## config.mk

```make
export PLATFORM = sky130hd
export DESIGN_NAME = mux_sel_serializer_flat
export DESIGN_NICKNAME = d
export VERILOG_FILES = /design/src/rtl/mux_scan_pkg.sv /design/src/rtl/mux_sel_serializer_if.sv /design/src/rtl/mux4_pick.sv /design/src/rtl/mux_sel_serializer.sv /design/src/flat_wrapper.sv
export SDC_FILE = /design/constraint.sdc
export NUM_CORES = 1
export LEC_CHECK = 0
export ABC_AREA = 1
export CAP_MARGIN = 20
export CORE_AREA = 2 2 39 41
export DETAILED_ROUTE_END_ITERATION = 6
export DIE_AREA = 0 0 41 43
export DONT_BUFFER_PORTS = 1
export PLACE_DENSITY = 0.78
export SLEW_MARGIN = 20
export SYNTH_ARGS = -nofsm -noshare
export SYNTH_HDL_FRONTEND = slang
export SYNTH_SLANG_ARGS = --single-unit
```

## constraint.sdc

```tcl
create_clock -name clk -period 1.71 [get_ports clk]
set_input_delay 0.342 -clock clk [delete_from_list [all_inputs] [get_ports clk]]
set_output_delay 0.342 -clock clk [all_outputs]
set_load 0.02 [all_outputs]
```

## src/rtl/mux_scan_pkg.sv

```systemverilog
// Shared types and sizes for the mux select serializer: select/input widths,
// FSM state encoding, gap counter width and the parity helper.
package mux_scan_pkg;

    localparam int SEL_W  = 2;
    localparam int NUM_IN = 4;
    localparam int GAP_W  = 4;

    typedef enum logic [1:0] {
        IDLE   = 2'd0,
        SHIFT  = 2'd1,
        PARITY = 2'd2,
        GAP    = 2'd3
    } state_e;

    function automatic logic even_parity(input logic [NUM_IN-1:0] word);
        return ^word;
    endfunction

endpackage

```

## src/rtl/mux_sel_serializer_if.sv

```systemverilog
// Load and serial-stream handshake bundle for mux_sel_serializer.
// The master drives words in and accepts bits; the slave is the serializer.
interface mux_sel_serializer_if;
    import mux_scan_pkg::*;

    logic              load_valid;
    logic              load_ready;
    logic [NUM_IN-1:0] din;
    logic [SEL_W-1:0]  sel;
    logic              ser_data;
    logic              ser_valid;
    logic              ser_ready;
    logic              ser_last;

    modport master (
        output load_valid, din, ser_ready,
        input  load_ready, sel, ser_data, ser_valid, ser_last
    );

    modport slave (
        input  load_valid, din, ser_ready,
        output load_ready, sel, ser_data, ser_valid, ser_last
    );

endinterface

```

## src/rtl/mux4_pick.sv

```systemverilog
// Combinational 4:1 bit select: y = i[s].
module mux4_pick
    import mux_scan_pkg::*;
(
    input  logic [NUM_IN-1:0] i,
    input  logic [SEL_W-1:0]  s,
    output logic              y
);

    // Select one input bit by index.
    always_comb begin
        y = 1'b0;
        case (s)
            2'd0:    y = i[0];
            2'd1:    y = i[1];
            2'd2:    y = i[2];
            2'd3:    y = i[3];
            default: y = 1'b0;
        endcase
    end

endmodule

```

## src/rtl/mux_sel_serializer.sv

```systemverilog
// Parallel-to-serial sequencer stepping a 4:1 mux select LSB first.
// Optional even-parity trailer beat when MUX_SEL_SERIALIZER_PARITY_EN is defined.
module mux_sel_serializer
    import mux_scan_pkg::*;
#(
    parameter int unsigned IDLE_GAP = 0
) (
    input  logic                 clk,
    input  logic                 rst,
    mux_sel_serializer_if.slave  bus
);

    localparam logic [SEL_W-1:0] SEL_LAST = SEL_W'(NUM_IN - 1);
    localparam logic [GAP_W-1:0] GAP_LAST = (IDLE_GAP == 32'd0) ? '0 : GAP_W'(IDLE_GAP - 32'd1);
    localparam state_e           POST_FRAME = (IDLE_GAP == 32'd0) ? IDLE : GAP;

    state_e            state_r;
    state_e            state_s;
    logic [NUM_IN-1:0] word_r;
    logic [NUM_IN-1:0] word_s;
    logic [SEL_W-1:0]  sel_r;
    logic [SEL_W-1:0]  sel_s;
    logic [GAP_W-1:0]  gap_cnt_r;
    logic [GAP_W-1:0]  gap_cnt_s;
    logic              load_ready_r;
    logic              pick_s;
    logic              ser_data_s;
    logic              ser_valid_s;
    logic              ser_last_s;

    mux4_pick u_pick (
        .i (word_r),
        .s (sel_r),
        .y (pick_s)
    );

    // Next-state, datapath updates and stream outputs.
    always_comb begin
        state_s     = state_r;
        word_s      = word_r;
        sel_s       = sel_r;
        gap_cnt_s   = gap_cnt_r;
        ser_data_s  = 1'b0;
        ser_valid_s = 1'b0;
        ser_last_s  = 1'b0;
        case (state_r)
            IDLE: begin
                if (load_ready_r && bus.load_valid) begin
                    word_s  = bus.din;
                    sel_s   = '0;
                    state_s = SHIFT;
                end else begin
                    state_s = IDLE;
                end
            end
            SHIFT: begin
                ser_valid_s = 1'b1;
                ser_data_s  = pick_s;
`ifdef MUX_SEL_SERIALIZER_PARITY_EN
                ser_last_s  = 1'b0;
`else
                ser_last_s  = (sel_r == SEL_LAST);
`endif
                if (bus.ser_ready && (sel_r != SEL_LAST)) begin
                    sel_s = sel_r + 2'd1;
                end else if (bus.ser_ready) begin
`ifdef MUX_SEL_SERIALIZER_PARITY_EN
                    state_s   = PARITY;
`else
                    state_s   = POST_FRAME;
                    gap_cnt_s = '0;
`endif
                end else begin
                    sel_s = sel_r;
                end
            end
`ifdef MUX_SEL_SERIALIZER_PARITY_EN
            PARITY: begin
                ser_valid_s = 1'b1;
                ser_data_s  = even_parity(word_r);
                ser_last_s  = 1'b1;
                if (bus.ser_ready) begin
                    state_s   = POST_FRAME;
                    gap_cnt_s = '0;
                end else begin
                    state_s = PARITY;
                end
            end
`endif
            GAP: begin
                if (gap_cnt_r == GAP_LAST) begin
                    state_s = IDLE;
                end else begin
                    gap_cnt_s = gap_cnt_r + 4'd1;
                end
            end
            default: begin
                state_s = IDLE;
            end
        endcase
    end

    // State and datapath registers; load_ready is registered from the next state.
    always_ff @(posedge clk) begin
        if (rst) begin
            state_r      <= IDLE;
            word_r       <= '0;
            sel_r        <= '0;
            gap_cnt_r    <= '0;
            load_ready_r <= 1'b0;
        end else begin
            state_r      <= state_s;
            word_r       <= word_s;
            sel_r        <= sel_s;
            gap_cnt_r    <= gap_cnt_s;
            load_ready_r <= (state_s == IDLE);
        end
    end

    assign bus.load_ready = load_ready_r;
    assign bus.sel        = sel_r;
    assign bus.ser_data   = ser_data_s;
    assign bus.ser_valid  = ser_valid_s;
    assign bus.ser_last   = ser_last_s;

endmodule

```

## src/flat_wrapper.sv

```systemverilog
// flat-port wrapper written by rule: the top's interface ports become plain ports
module mux_sel_serializer_flat import mux_scan_pkg::*;
#(
    parameter int unsigned IDLE_GAP = 0
)
  (clk, rst, bus_load_valid, bus_din, bus_ser_ready, bus_load_ready, bus_sel, bus_ser_data, bus_ser_valid, bus_ser_last);
  mux_sel_serializer_if bus_i ();
  input  logic clk;
  input  logic rst;
  input wire logic [$bits(bus_i.load_valid)-1:0] bus_load_valid;
  input wire logic [$bits(bus_i.din)-1:0] bus_din;
  input wire logic [$bits(bus_i.ser_ready)-1:0] bus_ser_ready;
  output wire logic [$bits(bus_i.load_ready)-1:0] bus_load_ready;
  output wire logic [$bits(bus_i.sel)-1:0] bus_sel;
  output wire logic [$bits(bus_i.ser_data)-1:0] bus_ser_data;
  output wire logic [$bits(bus_i.ser_valid)-1:0] bus_ser_valid;
  output wire logic [$bits(bus_i.ser_last)-1:0] bus_ser_last;
  assign bus_i.load_valid = bus_load_valid;
  assign bus_i.din = bus_din;
  assign bus_i.ser_ready = bus_ser_ready;
  assign bus_load_ready = bus_i.load_ready;
  assign bus_sel = bus_i.sel;
  assign bus_ser_data = bus_i.ser_data;
  assign bus_ser_valid = bus_i.ser_valid;
  assign bus_ser_last = bus_i.ser_last;
  mux_sel_serializer #(.IDLE_GAP(IDLE_GAP)) u_core (.clk(clk), .rst(rst), .bus(bus_i));
endmodule
```

======== After elaboration in Yosys (flattened, before gate mapping) ========
Cells that the tools add are included.
W data, S select, Z words.
storage, ports and cells
  bits in registers ....................... 13
  logic and storage cells ................. 45
operators by class
  $add $sub $neg .......................... 2
  eq/ne operators ......................... 11
  muxes and demuxes ....................... 16
  reductions and logical operators ........ 11
operators with widths
  operator               number
  $mux W4                3
  $mux W2                5
  $ne A2 B2 Y1 const B   4
  $pmux W4 S2            1
  $eq A2 B2 Y1 const B   3
  $logic_not A2 Y1       3
  $pmux W2 S3            1
  $add A4 B1 Y4 const B  1
  $eq A2 B1 Y1 const B   2
  $logic_not A4 Y1       1
  $mux W1                4
  $ne A2 B1 Y1 const B   2
  $pmux W1 S4            1
  $pmux W2 S2            1
  $reduce_and A4 Y1      1
  $reduce_bool A2 Y1     2
  $reduce_and A3 Y1      1
  $add A2 B1 Y2 const B  1
  $logic_and A1 B1 Y1    2
  $reduce_and A2 Y1      1

======== Longest topological paths before layout ========
Gate-level depths: netlist of the first run.
  depth after elaboration ................. 5
  gate-level depth with buffers ........... 7

======== By module ========
From an unflattened synthesis of the first run, not the netlist that was laid out.
second synthesis, totals
  cells, all modules ...................... 102
  area, all modules ....................... 698.2 um^2
modules (own cells, without submodules)
  module              times used  cells an instance  area each (um^2)  seq. area each (um^2)
  mux_sel_serializer  1           89                 646.9             260.2
  mux4_pick           1           13                 51.3              0.0

======== Worst setup path before layout of the first run ========
Ideal clock, no wire load.
  path kind ............................... reg-to-output
  start ................................... register u_core.sel_r[0] (netlist: u_core.bus.sel[0])
  end ..................................... output bus_ser_data
  data arrival time ....................... 1295 ps
  required time ........................... 1368 ps
  setup slack ............................. 73 ps
  cell stages (with the launch flop) ...... 6
  cell sequence ........................... dfxtp_1 -> inv_1 -> ha_1 -> inv_1 -> o21ai_0 -> a31oi_1
between the ends
  cells in the longest elaborated chain, start to end .. 3
RTL lines
  item                                  RTL line                   text
  from (decl)                           mux_sel_serializer.sv:21   logic [SEL_W-1:0] sel_r;
  from (signal assigned)                mux_sel_serializer.sv:114  sel_r <= sel_s;
  $eq A2 B2 Y1 (tied with other cells)  mux4_pick.sv:13            case (s)
  $pmux W1 S4 *                         mux4_pick.sv:13
  $mux W1 *                             mux_sel_serializer.sv:46   case (state_r)
  to (decl)                             flat_wrapper.sv:15         output wire logic [$bits(bus_i.ser_data)-1:0] bus_ser_data;
Every way passes the cells marked *; elsewhere a longest branch is shown, timed or not.

======== Worst setup path after layout of the first run ========
  start ................................... register u_core.sel_r[1] (netlist: u_core.bus.sel[1])
  end ..................................... output bus_ser_data
Same word-level chain as after synthesis.

==> results of run 1 <==
metrics by stage:
stage	setup TNS [ns]	util [%]	power, W	hold WS (ns)
5_1_grt	-0.00662	58.2	0.000608	0.101
2_1_floorplan	0	-	0.000378	0.450
3_5_place_dp	0	53.7	0.000390	0.409
3_3_place_gp	0	53.7	0.000389	0.406
6_report	0	58.2	0.000580	0.107
4_1_cts	0	56.4	0.000579	0.109
power by group:
group / total [W] / leakage (nW) / internal, W / switching (W)
Sequential: 0.000326 / 0.107 / 0.000315 / 0.0000111
Clock: 0.000192 / 0.0177 / 0.0000869 / 0.000105
Combinational: 0.0000625 / 0.242 / 0.0000236 / 0.0000388
Total: 0.000580 / 0.367 / 0.000425 / 0.000155
placed cells by master (no fill, tap or decap), drive strengths merged:
cell | netlist | final
dfxtp | 13 | 13
o21ai | 7 | 7
clkbuf | 0 | 3
clkinv | 1 | 2
buf | 1 | 5
a31oi | 2 | 2
nand4 | 4 | 4
ha | 6 | 6
nor2 | 13 | 13
nand3 | 6 | 6
a21oi | 7 | 7
inv | 15 | 15
nor3 | 1 | 1
nand2 | 19 | 19
registers in the layout, summed over array words and instances (netlist names):
| signal | count |
|---|---|
| u_core.bus.load_ready | 1 |
| u_core.bus.sel | 2 |
| u_core.gap_cnt_r | 4 |
| u_core.state_r | 2 |
| u_core.word_r | 4 |
cell type report:
cell class | instances | area share (%)
timing repair buffer | 5 | 4.66
tap | 16 | 2.48
clock inverter | 1 | 0.621
multi-input combinational | 65 | 48.6
inverter | 16 | 7.92
sequential | 13 | 32.9
clock buffer | 3 | 2.80
worst paths after layout:
path	slack, ns	cells past startpoint	startpoint	end
min reg2reg	0.50	2	u_core.word_r[1]	u_core.word_r[1]
min	0.11	1	rst	u_core.bus.sel[0]
max	0.09	4	u_core.bus.sel[1]	bus_ser_data
max reg2reg	0.53	5	u_core.bus.sel[1]	u_core.gap_cnt_r[2]
critical path, cell delays in order, from the launching register on:
cell	delay, ns
dfxtp_4	0.37
ha_1	0.23
nand2_1	0.07
a31oi_1	0.16
buf_4	0.16
metal layers:
metal,vias to the layer above,routed length (um),global-route usage (%)
met2,12,595,24.7
met1,295,638,21.6
met5,-,0,0
li1,325,-,-
met3,5,58,5.24
met4,0,36,8.00
timing repair:
action	CTS	global route
endpoints found under the setup margin	2	2
buffers inserted	1	1
pin swaps	0	2
resized for setup	2	11
cells by family (layout without fill, tap and decap cells):
kind of cell	after synthesis	in the layout	synth area share, %
AOI/OAI and AO/OA	16	16	12.4
DFF	13	13	37.3
buffers and inverters	17	25	9.50
and+or+nand+nor	43	43	30.1
adders and majority gates	6	6	10.8
==> results.toml, run 1 <==
[power]
ir_worst_vdd_mv = 0.529
leakagePower_nw = 0.367
power_density_nw_per_um2 = 720

[clock_tree]
cts_hold_buf = 0
cts_buffers = 3
clkTransAtPathRegs_ns = 0.08
cts_sinks = 13
clockBufferDepth = 2
htree_levels = 1
cts_tree = "done"
clock-root-buffer = "clkbuf_4"
clk_latency_ns = 0.28

[floorplanning]
core_um2 = 1380
fp.dieArea_um2 = 1760
initial_core_util_pct = 50.5
boundaryPins = 14
die_h_um = 43
core.rowCount = 14
dieWidth_um = 41

[timing]
worst_pin_slew_ns = 0.239
finClkSkew_ns = 0.00562
slew_headroom_pct = 84.1
period_share_pct = 94.8
fmax_mhz = 617
fin_ws_ns = 0.0890
setup-violations-final = 0
period_needed_ns = 1.62
hold_violations = 0
slew_viol_final = 0

[final_layout]
n_antenna_cell = 0
area_delta_synth_final_pct = 15.4
fin_cells = 119
multi_input_area_um2 = 392
regArea_um2 = 265
nets = 118
drive_above_1_share_pct = 27.2
fillers = 126
fin_area_um2 = 806

[placed_design]
dp_slack_ns = 0.249
port_buffers = 0
place_inst = 114
dpl-instance-area_um2 = 743
dp_hpwl_um = 1000
place_congestion = 0.758

[routing]
route.vias.total = 637
drtIter0Drc = 5
drt_wl_total_um = 1330
drc_errors = 0
viasPerCell = 5.35
drtAntennaViolNets = 0
drtPass1Iterations = 4
wl_per_cell_um = 11.2

[synthesis]
synth_edf_count = 0
ys_ff_latch = 13
yosys.cell_types.count = 19
synth_cells = 95
synth_seq_area_share_pct = 37.3
synth_top_cell_by_area = "dfxtp_1"
synth_nets = 109
async_flop_share_pct = 0
netlist.area_leader.share_pct = 37.3
syn_area_per_cell_um2 = 7.35
ys.flop_type = "dfxtp_1"
synth_warnings = 0
syn_area_um2 = 698
yosys-top-cells-area = "dfxtp_1 37%, ha_1 11%, inv_1 7.5%, nand2_1 7.5%, nor2_1 6.5%"
synthTopCellsByCount = "14 x inv_1, 14 x nand2_1, 13 x dfxtp_1, 12 x nor2_1"

[job]
drv_cap = 0

[grt]
gr-usage-all-layers_pct = 16.8
overflow = 0
grt_max_degree = 9
antenna_found_initial = 0
grt_first_pass_wirelength_um = 1990
grt_pass1_vias = 500

[worst_hold_path]
hp-class = "in -> reg"

[worst_setup_path]
crit_type = "reg -> out"
cp_max_fo = 5
arrival_ns = 1.28
cp-start-kind = "register"
required_ns = 1.37
cp-end-kind = "output pin"

[outcome]
status = "completed"
(Power assumes the default switching activity.)
==> inputs of run 2 (changes only) <==
--- a/config.mk
+++ b/config.mk
@@ -6,12 +6,13 @@
 export NUM_CORES = 1
 export LEC_CHECK = 0
 export ABC_AREA = 1
+export ABC_CLOCK_PERIOD_IN_PS = 1710
 export CAP_MARGIN = 20
 export CORE_AREA = 2 2 39 41
 export DETAILED_ROUTE_END_ITERATION = 6
 export DIE_AREA = 0 0 41 43
 export DONT_BUFFER_PORTS = 1
-export PLACE_DENSITY = 0.78
+export PLACE_DENSITY = 0.68
 export SLEW_MARGIN = 20
 export SYNTH_ARGS = -nofsm -noshare
 export SYNTH_HDL_FRONTEND = slang
==> run 2 against run 1 <==
  * Maximum frequency is 0.22% lower
  * Highest routed layer unchanged
  * Clock skew increased by 0.0026 ns
  * Cell area down 1.4%
  * Register-to-register slack about the same
  * Non-clock buffer count down 1
  * Global-route usage grew 1.3 points
==> results.toml, run 2 (synthesized netlist as in run 1, its figures left out) <==
[routing]
drt_wl_total_um = 1320
routed-wl-met2_um = 691
drc_errors = 0
route.vias.total = 605
met1_length_um = 559
wl_per_cell_um = 11.2
drtIter0Drc = 4
drtPass1Iterations = 4
drtAntennaViolNets = 0
routed-wl-met3_um = 53
top_layer_used = "met4"
viasPerCell = 5.13

[timing]
hold_violations = 0
slew_headroom_pct = 85.2
setup-violations-final = 0
period_needed_ns = 1.62
slew_viol_final = 0
worst_pin_slew_ns = 0.221
hold_ws_ns = 0.111
fmax_mhz = 616
period_share_pct = 95.0
finClkSkew_ns = 0.00825

[grt]
grt_first_pass_wirelength_um = 2130
gr-usage-all-layers_pct = 18.2
overflow = 0
grt_max_degree = 9
grt_pass1_vias = 549
antenna_found_initial = 0

[worst_setup_path]
cp_max_fo = 4
slowest_delay_ns = 0.37
cpMaxStageDelayCell = "dfxtp_4"
crit_chain = "buf_6 -> ha_1 -> nand2_1 -> a31oi_1 -> buf_4"
critPathBufInv = 2
crit-reg2reg-launch = "u_core.gap_cnt_r[0]"
r2r_cells = 7
arrival_ns = 1.28
required_ns = 1.37
r2r-end = "u_core.gap_cnt_r[2]"
reg2reg_slack_ns = 0.53
cp-end-kind = "output pin"
crit_family = "flip-flops"
cp-start-kind = "register"
crit_type = "reg -> out"

[clock_tree]
clk_latency_ns = 0.28
clkTransAtPathRegs_ns = 0.09
clockBufferDepth = 2
post_cts_buffers = 0
cts_tree = "done"
htree_levels = 1
clock-root-buffer = "clkbuf_4"
cts_sinks = 13
cts_buffers = 3

[floorplanning]
core.rowCount = 14
core_um2 = 1380
dieWidth_um = 41
die_h_um = 43
fp.dieArea_um2 = 1760
initial_core_util_pct = 50.5
boundaryPins = 14

[final_layout]
final_common_cell = "nand2_1"
drive_above_1_share_pct = 26.5
nets = 117
reg_top3 = "u_core.gap_cnt_r (4), u_core.word_r (4)"
area_delta_synth_final_pct = 13.8
n_antenna_cell = 0
mostFrequentLayoutCells = "13 x nand2_1, 12 x nor2_1, 11 x inv_1, 9 x dfxtp_1"

[placed_design]
place_congestion = 0.705
dp_hpwl_um = 1020
port_buffers = 0

[worst_hold_path]
hold_depth = 1
hold_start = "rst"
hp-class = "in -> reg"
whs_endpoint = "u_core.state_r[0]"

[outcome]
status = "completed"

[job]
drv_cap = 0

[power]
leakagePower_nw = 0.363
power_density_nw_per_um2 = 721
p_total_w = 0.000573
ir_worst_vdd_mv = 0.357
==> run 2: timing repair <==
item / in CTS / in global routing
setup endpoints to repair: 1 / 1
resized for setup: 2 / 13
hold buffers: 0 / 0
cloned: 0 / 0
==> run 2: cell type report <==
cell class / count / area [um2]
clock inverters: 1 / 5.00
repair buffers: 4 / 33.8
well taps: 16 / 20.0
inverters: 16 / 63.8
flip-flops and latches: 13 / 273
fillers: 135 / 589
clock buffers: 3 / 22.5
multi-input cells: 65 / 377
==> run 2: where the power goes <==
group | total (W) | switching (W) | internal, W
registers | 0.000327 | 0.0000137 | 0.000314
logic | 0.0000538 | 0.0000337 | 0.0000201
clock network | 0.000192 | 0.000105 | 0.0000866
==> run 2: metal layers <==
metal / track usage, % / vias to the layer above
met1: 20.3 / 277
met4: 10.0 / 0
li1: - / 319
met3: 5.24 / 2
met5: 0 / -
met2: 29.1 / 7
==> run 2: worst reg2reg max path, delay by kind of cell, from the launching register on <==
family          cells  cell delay (ns)
fa+ha+maj           1             0.20
simple gates        4             0.35
buf+inv             1             0.08
flops               1             0.40
compound gates      1             0.10
==> run 2: worst max-delay path by stage <==
stage	startpoint	to	slack (ns)	depth (start not counted)
after global routing	u_core.bus.sel[0]	bus_ser_data	-0.02	5
after floorplan	u_core.bus.sel[0]	bus_ser_data	0.07	5
after CTS	u_core.bus.sel[0]	bus_ser_data	0.0007	6
after detailed placement	u_core.state_r[0]	bus_ser_data	0.29	5
after global placement	u_core.state_r[0]	bus_ser_data	0.31	5
final	u_core.bus.sel[0]	bus_ser_data	0.09	5
==> run 2: metrics by stage <==
step           setup TNS, ns  setup WS, ns  cells  instance area, um2  util (%)
6_report                   0        0.0855    118                 795      57.4
5_1_grt              -0.0169       -0.0169    118                 795      57.4
4_1_cts                    0      0.000720    118                 773      55.9
3_5_place_dp               0         0.289    114                 743      53.7
3_3_place_gp               0         0.312    114                 743      53.7
2_1_floorplan              0        0.0730     95                 698         -
